$ cat src/rtl/writeback_stage.sv
`timescale 1ns/1ps
// writeback_stage: MEM/WB pipeline register, register-file write port,
// WB-to-ID forwarding match and a saturating retired-instruction counter.
module writeback_stage #(
    parameter int DATA_WIDTH = 64,
    parameter int CNT_WIDTH  = 32
) (
    input  logic                  clk,
    input  logic                  reset,
    input  logic                  mem_valid,
    input  logic                  mem_regwrite,
    input  logic                  mem_memtoreg,
    input  logic [4:0]            mem_rd,
    input  logic [DATA_WIDTH-1:0] mem_alu_result,
    input  logic [DATA_WIDTH-1:0] mem_read_data,
    input  logic                  stall,
    input  logic                  flush,
    input  logic [4:0]            id_rn,
    input  logic [4:0]            id_rb,
    output logic                  wb_regwrite,
    output logic [4:0]            wb_rd,
    output logic [DATA_WIDTH-1:0] wb_data,
    output logic                  fwd_a,
    output logic                  fwd_b,
    output logic [CNT_WIDTH-1:0]  retire_count
);

    localparam logic [4:0] XZR = 5'd31;

    logic                  valid_q,    valid_d;
    logic                  regwrite_q, regwrite_d;
    logic                  memtoreg_q, memtoreg_d;
    logic [4:0]            rd_q,       rd_d;
    logic [DATA_WIDTH-1:0] alu_q,      alu_d;
    logic [DATA_WIDTH-1:0] rdata_q,    rdata_d;
    logic [CNT_WIDTH-1:0]  retire_count_q, retire_count_d;
    logic                  retire;

    // Next-state for MEM/WB: flush inserts a bubble, stall holds, else capture.
    always_comb begin
        valid_d    = valid_q;
        regwrite_d = regwrite_q;
        memtoreg_d = memtoreg_q;
        rd_d       = rd_q;
        alu_d      = alu_q;
        rdata_d    = rdata_q;
        if (flush) begin
            valid_d    = 1'b0;
            regwrite_d = 1'b0;
        end else if (!stall) begin
            valid_d    = mem_valid;
            regwrite_d = mem_regwrite;
            memtoreg_d = mem_memtoreg;
            rd_d       = mem_rd;
            alu_d      = mem_alu_result;
            rdata_d    = mem_read_data;
        end
    end

    // Retirement happens when a valid held instruction leaves WB; counter saturates.
    always_comb begin
        retire         = valid_q && (!stall || flush);
        retire_count_d = retire_count_q;
        if (retire && (retire_count_q != '1)) begin
            retire_count_d = retire_count_q + {{(CNT_WIDTH-1){1'b0}}, 1'b1};
        end
    end

    // MEM/WB register and retire counter, asynchronously cleared.
    always_ff @(posedge clk or posedge reset) begin
        if (reset) begin
            valid_q        <= 1'b0;
            regwrite_q     <= 1'b0;
            memtoreg_q     <= 1'b0;
            rd_q           <= '0;
            alu_q          <= '0;
            rdata_q        <= '0;
            retire_count_q <= '0;
        end else begin
            valid_q        <= valid_d;
            regwrite_q     <= regwrite_d;
            memtoreg_q     <= memtoreg_d;
            rd_q           <= rd_d;
            alu_q          <= alu_d;
            rdata_q        <= rdata_d;
            retire_count_q <= retire_count_d;
        end
    end

    // Register-file write port and forwarding match, from registered state only.
    always_comb begin
        wb_regwrite  = valid_q && regwrite_q && (rd_q != XZR);
        wb_rd        = rd_q;
        wb_data      = memtoreg_q ? rdata_q : alu_q;
        fwd_a        = wb_regwrite && (rd_q == id_rn);
        fwd_b        = wb_regwrite && (rd_q == id_rb);
        retire_count = retire_count_q;
    end

endmodule

$ cat config.mk
export PLATFORM = sky130hd
export DESIGN_NAME = writeback_stage
export DESIGN_NICKNAME = d
export VERILOG_FILES = /design/src/rtl/writeback_stage.sv
export SDC_FILE = /design/constraint.sdc
export NUM_CORES = 1
export LEC_CHECK = 0
export BUFFER_PORTS_ARGS = -buffer_cell sky130_fd_sc_hd__buf_2
export CAP_MARGIN = 20
export CORE_MARGIN = 1.5
export CORE_UTILIZATION = 35
export DETAILED_ROUTE_END_ITERATION = 7
export GPL_ROUTABILITY_DRIVEN = 0
export PLACE_DENSITY = 0.64
export SYNTH_ARGS = -nofsm -noshare
export SYNTH_HDL_FRONTEND = slang
export SYNTH_SLANG_ARGS = --single-unit
$ cat constraint.sdc
create_clock -name clk -period 5.58 [get_ports clk]
set_clock_uncertainty 0.05 [all_clocks]
set_input_delay 1.116 -clock clk [delete_from_list [all_inputs] [get_ports clk]]
set_output_delay 1.116 -clock clk [all_outputs]
set_load 0.1 [all_outputs]
# Yosys cells after proc, flatten, opt, wreduce, memory -nomap -nowiden
# Cells that the tools add are included.
dict set report classes {
  eq_ne 5
  n_reduce_logical 9
  n_addsub 1
  bitwise_logic 2
  n_mux 5
}
# cell n
set op_table {}
lappend op_table {{$mux 64} 1}
lappend op_table {{$add 32x1->32 const B} 1}
lappend op_table {{$ne 32x32->1 const B} 1}
lappend op_table {{$eq 5x5->1} 2}
lappend op_table {{$logic_and 1x1->1} 6}
lappend op_table {{$ne 5x5->1 const B} 1}
lappend op_table {{$mux 1} 4}
lappend op_table {{$ne 2x1->1 const B} 1}
lappend op_table {{$not 1->1} 2}
lappend op_table {{$reduce_and 2->1} 1}
lappend op_table {{$logic_not 1->1} 1}
lappend op_table {{$logic_or 1x1->1} 1}
dict set report word_totals {
  inputBits 150
  output_inout_bits 104
  register_bits 168
  elab_cells 29
}

# Longest topological paths before layout
dict set report logic_depth {
  depth_word 4
  mapped_depth 7
  ltp_nobuf 6
}

# Worst setup path before layout
# OpenSTA, ideal clock, no wires.
dict set report synth_path {
  path_type {input-to-output}
  startpoint {input id_rn[4]}
  endpoint {output fwd_a}
  slack_ns 0.178
  t_required_ns 4.414
  cell_stages 3
  path_buffers 0
  t_arrival_ns 4.236
  cell_sequence {xnor2_1 nand3_1 nor4_1}
}
dict set report synth_between {
  elab_chain_cells 2
}
# element line_no
set synth_rtl {}
lappend synth_rtl {{from (decl)} 18} ;# input logic [4:0] id_rn,
lappend synth_rtl {{$eq 5x5->1} 95} ;# fwd_a = wb_regwrite && (rd_q == id_rn);
lappend synth_rtl {{$logic_and 1x1->1} 95}
lappend synth_rtl {{to (decl)} 23} ;# output logic fwd_a,
# Every way passes these cells.

# Worst setup path in the final report
dict set report layout_path {
  startpoint {register memtoreg_q}
  endpoint {output wb_data[9]}
}
dict set report layout_between {
  elab_chain_cells 1
}
# element line_no
set layout_rtl {}
lappend layout_rtl {{from (decl)} 32} ;# logic memtoreg_q, memtoreg_d;
lappend layout_rtl {{from (signal assigned)} 82} ;# memtoreg_q <= memtoreg_d;
lappend layout_rtl {{$mux 64} 94} ;# wb_data = memtoreg_q ? rdata_q : alu_q;
lappend layout_rtl {{to (decl)} 22} ;# output logic [DATA_WIDTH-1:0] wb_data,
# Every way passes these cells.

==> metrics.txt <==
outcome finished clean; placed cell area approximately 9000 um^2; peak fanout along the critical path 36; Detailed Route Iter0 Violations roughly 180; sequential cell area between 4000 and 5000 um^2; Layout Nets 927; Ports around 250; worst slew pin tran between 0.8 and 0.9 ns; Antenna Diode Count 0; Critical Path Max Stage Delay between 0.9 and 1 ns; Post-Syn Area around 7500 um^2; Crit. End Element output port; areal power density over the cells 435 nW/um^2; Clk pin slew, worst setup/hold paths roughly 0.070 ns; Multi-input gate area between 3000 and 4000 um^2; Worst Hold Class reg -> reg; average size of a mapped cell roughly 14 um^2; mux share of post-synthesis cell area between 30% and 40%; register-to-register setup slack roughly 3.3 ns; number of placement rows between 50 and 60; met1 demand-to-capacity share in global routing between 10% and 20%; antenna violations before repair 1; total setup buffers inserted after CTS 0; capture instance of the worst register-to-register path retire_count[1]; warning count from the yosys run 0; H-tree levels 4; via count normalized by instance count 4.74; clock root cell sky130_fd_sc_hd__clkbuf_16; WS Path Type reg -> out; cell leakage power roughly 4.6 nW; Max Clock Freq 269 MHz; Max Transition Viols Final 0; count of vias placed by the detailed router 5046; worst setup slack before clock tree synthesis 2.23 ns; number of cells traversed by the worst register-to-register path 5; number of hold violations in the final report 0; Hold Path Stages 1; complex-gate fraction of the synthesized area 0.722%; Arr. time, crit path 2.56 ns; global-route met3 utilization around 6%; Core Area roughly 21000 um^2; unrepaired setup endpoints after global routing no; combinational family with the most area after synthesis multiplexers; worst skew pair latency between 0.4 and 0.5 ns; nature of the critical path startpoint register; maximum number of pins on one net before global-route repair between 100 and 150; Critical-path top delay cell sky130_fd_sc_hd__dfrtp_2; first-pass GRT wire length about 27 mm; post-route fraction of the period consumed by the critical path approximately two thirds; placed wire-length estimate approximately 12 mm; DRC 0; clock tree from TritonCTS yes; post-route antenna net violation count 0; number of instances resized during post-cts repair 0; DIE AREA 22200 um^2; met2 Resource Use GR ~25%; final worst path period need around 3.7 ns; Detailed Route WL between 15 and 20 mm; cts-stage hold buffer count 0; vias in the first global route ~5200; gr busiest metal met2; endpoint required time on the critical path roughly 4.4 ns; clk buf depth 2; fraction of final layout cells with drive strength greater than 1 62.5%; source of the worst hold timing path retire_count[7]; final setup vio count 0; effective utilization at floorplan between 30 and 40%; peak supply drop approximately 240 uV; number of clock buffers inserted by TritonCTS 17; sink count of the clock tree between 150 and 200; proportion of synthesized chip area in sequential cells roughly 56%; number of violations of the max-capacitance limit 0; count of mapped cells out of synthesis about 530; DIE WIDTH 149 um; endpoint with the worst hold slack retire_count[7]; final-layout setup total negative slack 0 ns; worst slew slack as a fraction of its limit a little over two fifths; post-detailed-route wirelength per cell about 16 um; number of nets produced by synthesis 676; Non-Filler Cell Area, Final slightly below 10000 um^2; synth-to-layout area growth 29.3%; first drt pass iteration count 5; total track usage about 15%; post-synthesis adder-cell area fraction less than 1%; Setup WS post-layout 1.86 ns; fraction of the mapped netlist area in simple logic gates just over 6%; list of cells traversed by the critical path buf_4 > mux2_2 > buf_2; number of flip-flops and latches in the synthesized netlist about 170; filler cell count in the final layout roughly 2000; xor/xnor cell area share of the yosys netlist between 4 and 5%; r2r startpoint retire_count[19]; Vert. Die Dim 149 um; GR Overflow Total 0; number of distinct standard cells referenced by the synthesized netlist 35; count of buffers from port buffering about 250
-- per-stage QoR --
stage          utilization (%)  cells  power [mW]  hold WS, ns
2_1_floorplan                -    525        2.78        0.425
3_3_place_gp              43.1   1032        3.02        0.434
3_5_place_dp              43.1   1032        3.04        0.436
4_1_cts                   46.0   1064        4.25        0.445
5_1_grt                   46.0   1064        4.38        0.464
6_report                  46.0   1064        4.20        0.441
-- cell usage after synthesis, drive strengths merged --
| cell type | count | area (um^2) |
|---|---|---|
| nor4b | 3 | 26.3 |
| nand2 | 14 | 52.6 |
| nand3 | 11 | 55.1 |
| or3 | 2 | 12.5 |
| or4 | 1 | 7.51 |
| mux2 | 200 | 2260 |
| o41a | 1 | 11.3 |
| ha | 1 | 12.5 |
| buf | 1 | 5.00 |
| a41oi | 1 | 8.76 |
| clkbuf | 24 | 90.1 |
| nor2 | 10 | 40.0 |
| and3 | 7 | 43.8 |
| o31a | 1 | 8.76 |
| nand4 | 7 | 50.1 |
| dfrtp | 168 | 4200 |
| o211ai | 2 | 15.0 |
| xor2 | 29 | 254 |
| nand2b | 1 | 6.26 |
| nor3 | 11 | 55.1 |
| nor3b | 1 | 7.51 |
| mux2i | 2 | 20.0 |
| or2 | 2 | 12.5 |
| nor2b | 1 | 6.26 |
| and4 | 3 | 26.3 |
| nor4 | 7 | 58.8 |
| xnor2 | 10 | 87.6 |
| a21oi | 1 | 5.00 |
| inv | 2 | 7.51 |
| o21ai | 1 | 5.00 |
-- flip-flops by register name (all words and copies together) (netlist names) --
name          flops
regwrite_q        1
rdata_q          64
wb_rd             5
valid_q           1
alu_q            64
memtoreg_q        1
retire_count     32
-- layout by cell type, fill, tap and decap left out, drive strengths merged, types with 4 or more instances in the layout --
cell | synthesis | layout
and3 | 7 | 7
buf | 1 | 257
clkbuf | 24 | 24
dfrtp | 168 | 168
inv | 2 | 4
mux2 | 200 | 200
nand2 | 14 | 14
nand3 | 11 | 11
nand4 | 7 | 7
nor2 | 10 | 10
nor3 | 11 | 11
nor4 | 7 | 7
xnor2 | 10 | 10
xor2 | 29 | 29
-- power by group --
part / total, mW / internal (mW) / switching (mW)
Sequential: 1.50 / 1.38 / 0.118
Clock: 1.20 / 0.714 / 0.482
Combinational: 1.50 / 0.363 / 1.14
Total: 4.20 / 2.46 / 1.74
-- how the worst max path moves through the flow --
stage	to	startpoint	depth (start not counted)
detailed placement	fwd_a	id_rn[4]	5
CTS	wb_data[9]	memtoreg_q	3
global route	wb_data[9]	memtoreg_q	3
floorplan	fwd_a	id_rn[4]	3
finish	wb_data[9]	memtoreg_q	3
global placement	fwd_a	id_rn[4]	5
-- final cells by class --
cell class / count / share of cell area [%]
well taps: 275 / 3.57
multi-input cells: 330 / 32.7
repair buffers: 257 / 13.7
clock inverters: 8 / 1.14
clock buffers: 24 / 5.10
inverters: 2 / 0.117
flip-flops and latches: 168 / 43.6
-- worst max-delay path, delay by kind of cell (launching register included) --
| family | cells | cell delay (ns) |
|---|---|---|
| DFF | 1 | 0.93 |
| muxes | 1 | 0.39 |
| buffers and inverters | 2 | 0.81 |
-- kinds of logic after synthesis --
kind of cell    after synthesis
mux                         202
xor+xnor                     39
fa+ha+maj                     1
simple gates                 81
flops                       168
buf+inv                      27
compound gates                7
-- layer usage --
| layer | up-vias | routed length [um] |
|---|---|---|
| met5 | - | 16 |
| met4 | 2 | 162 |
| met3 | 11 | 1430 |
| met2 | 156 | 8190 |
| met1 | 2485 | 6890 |
| li1 | 2392 | - |
No activity file was read; power rests on OpenSTA's default activity.
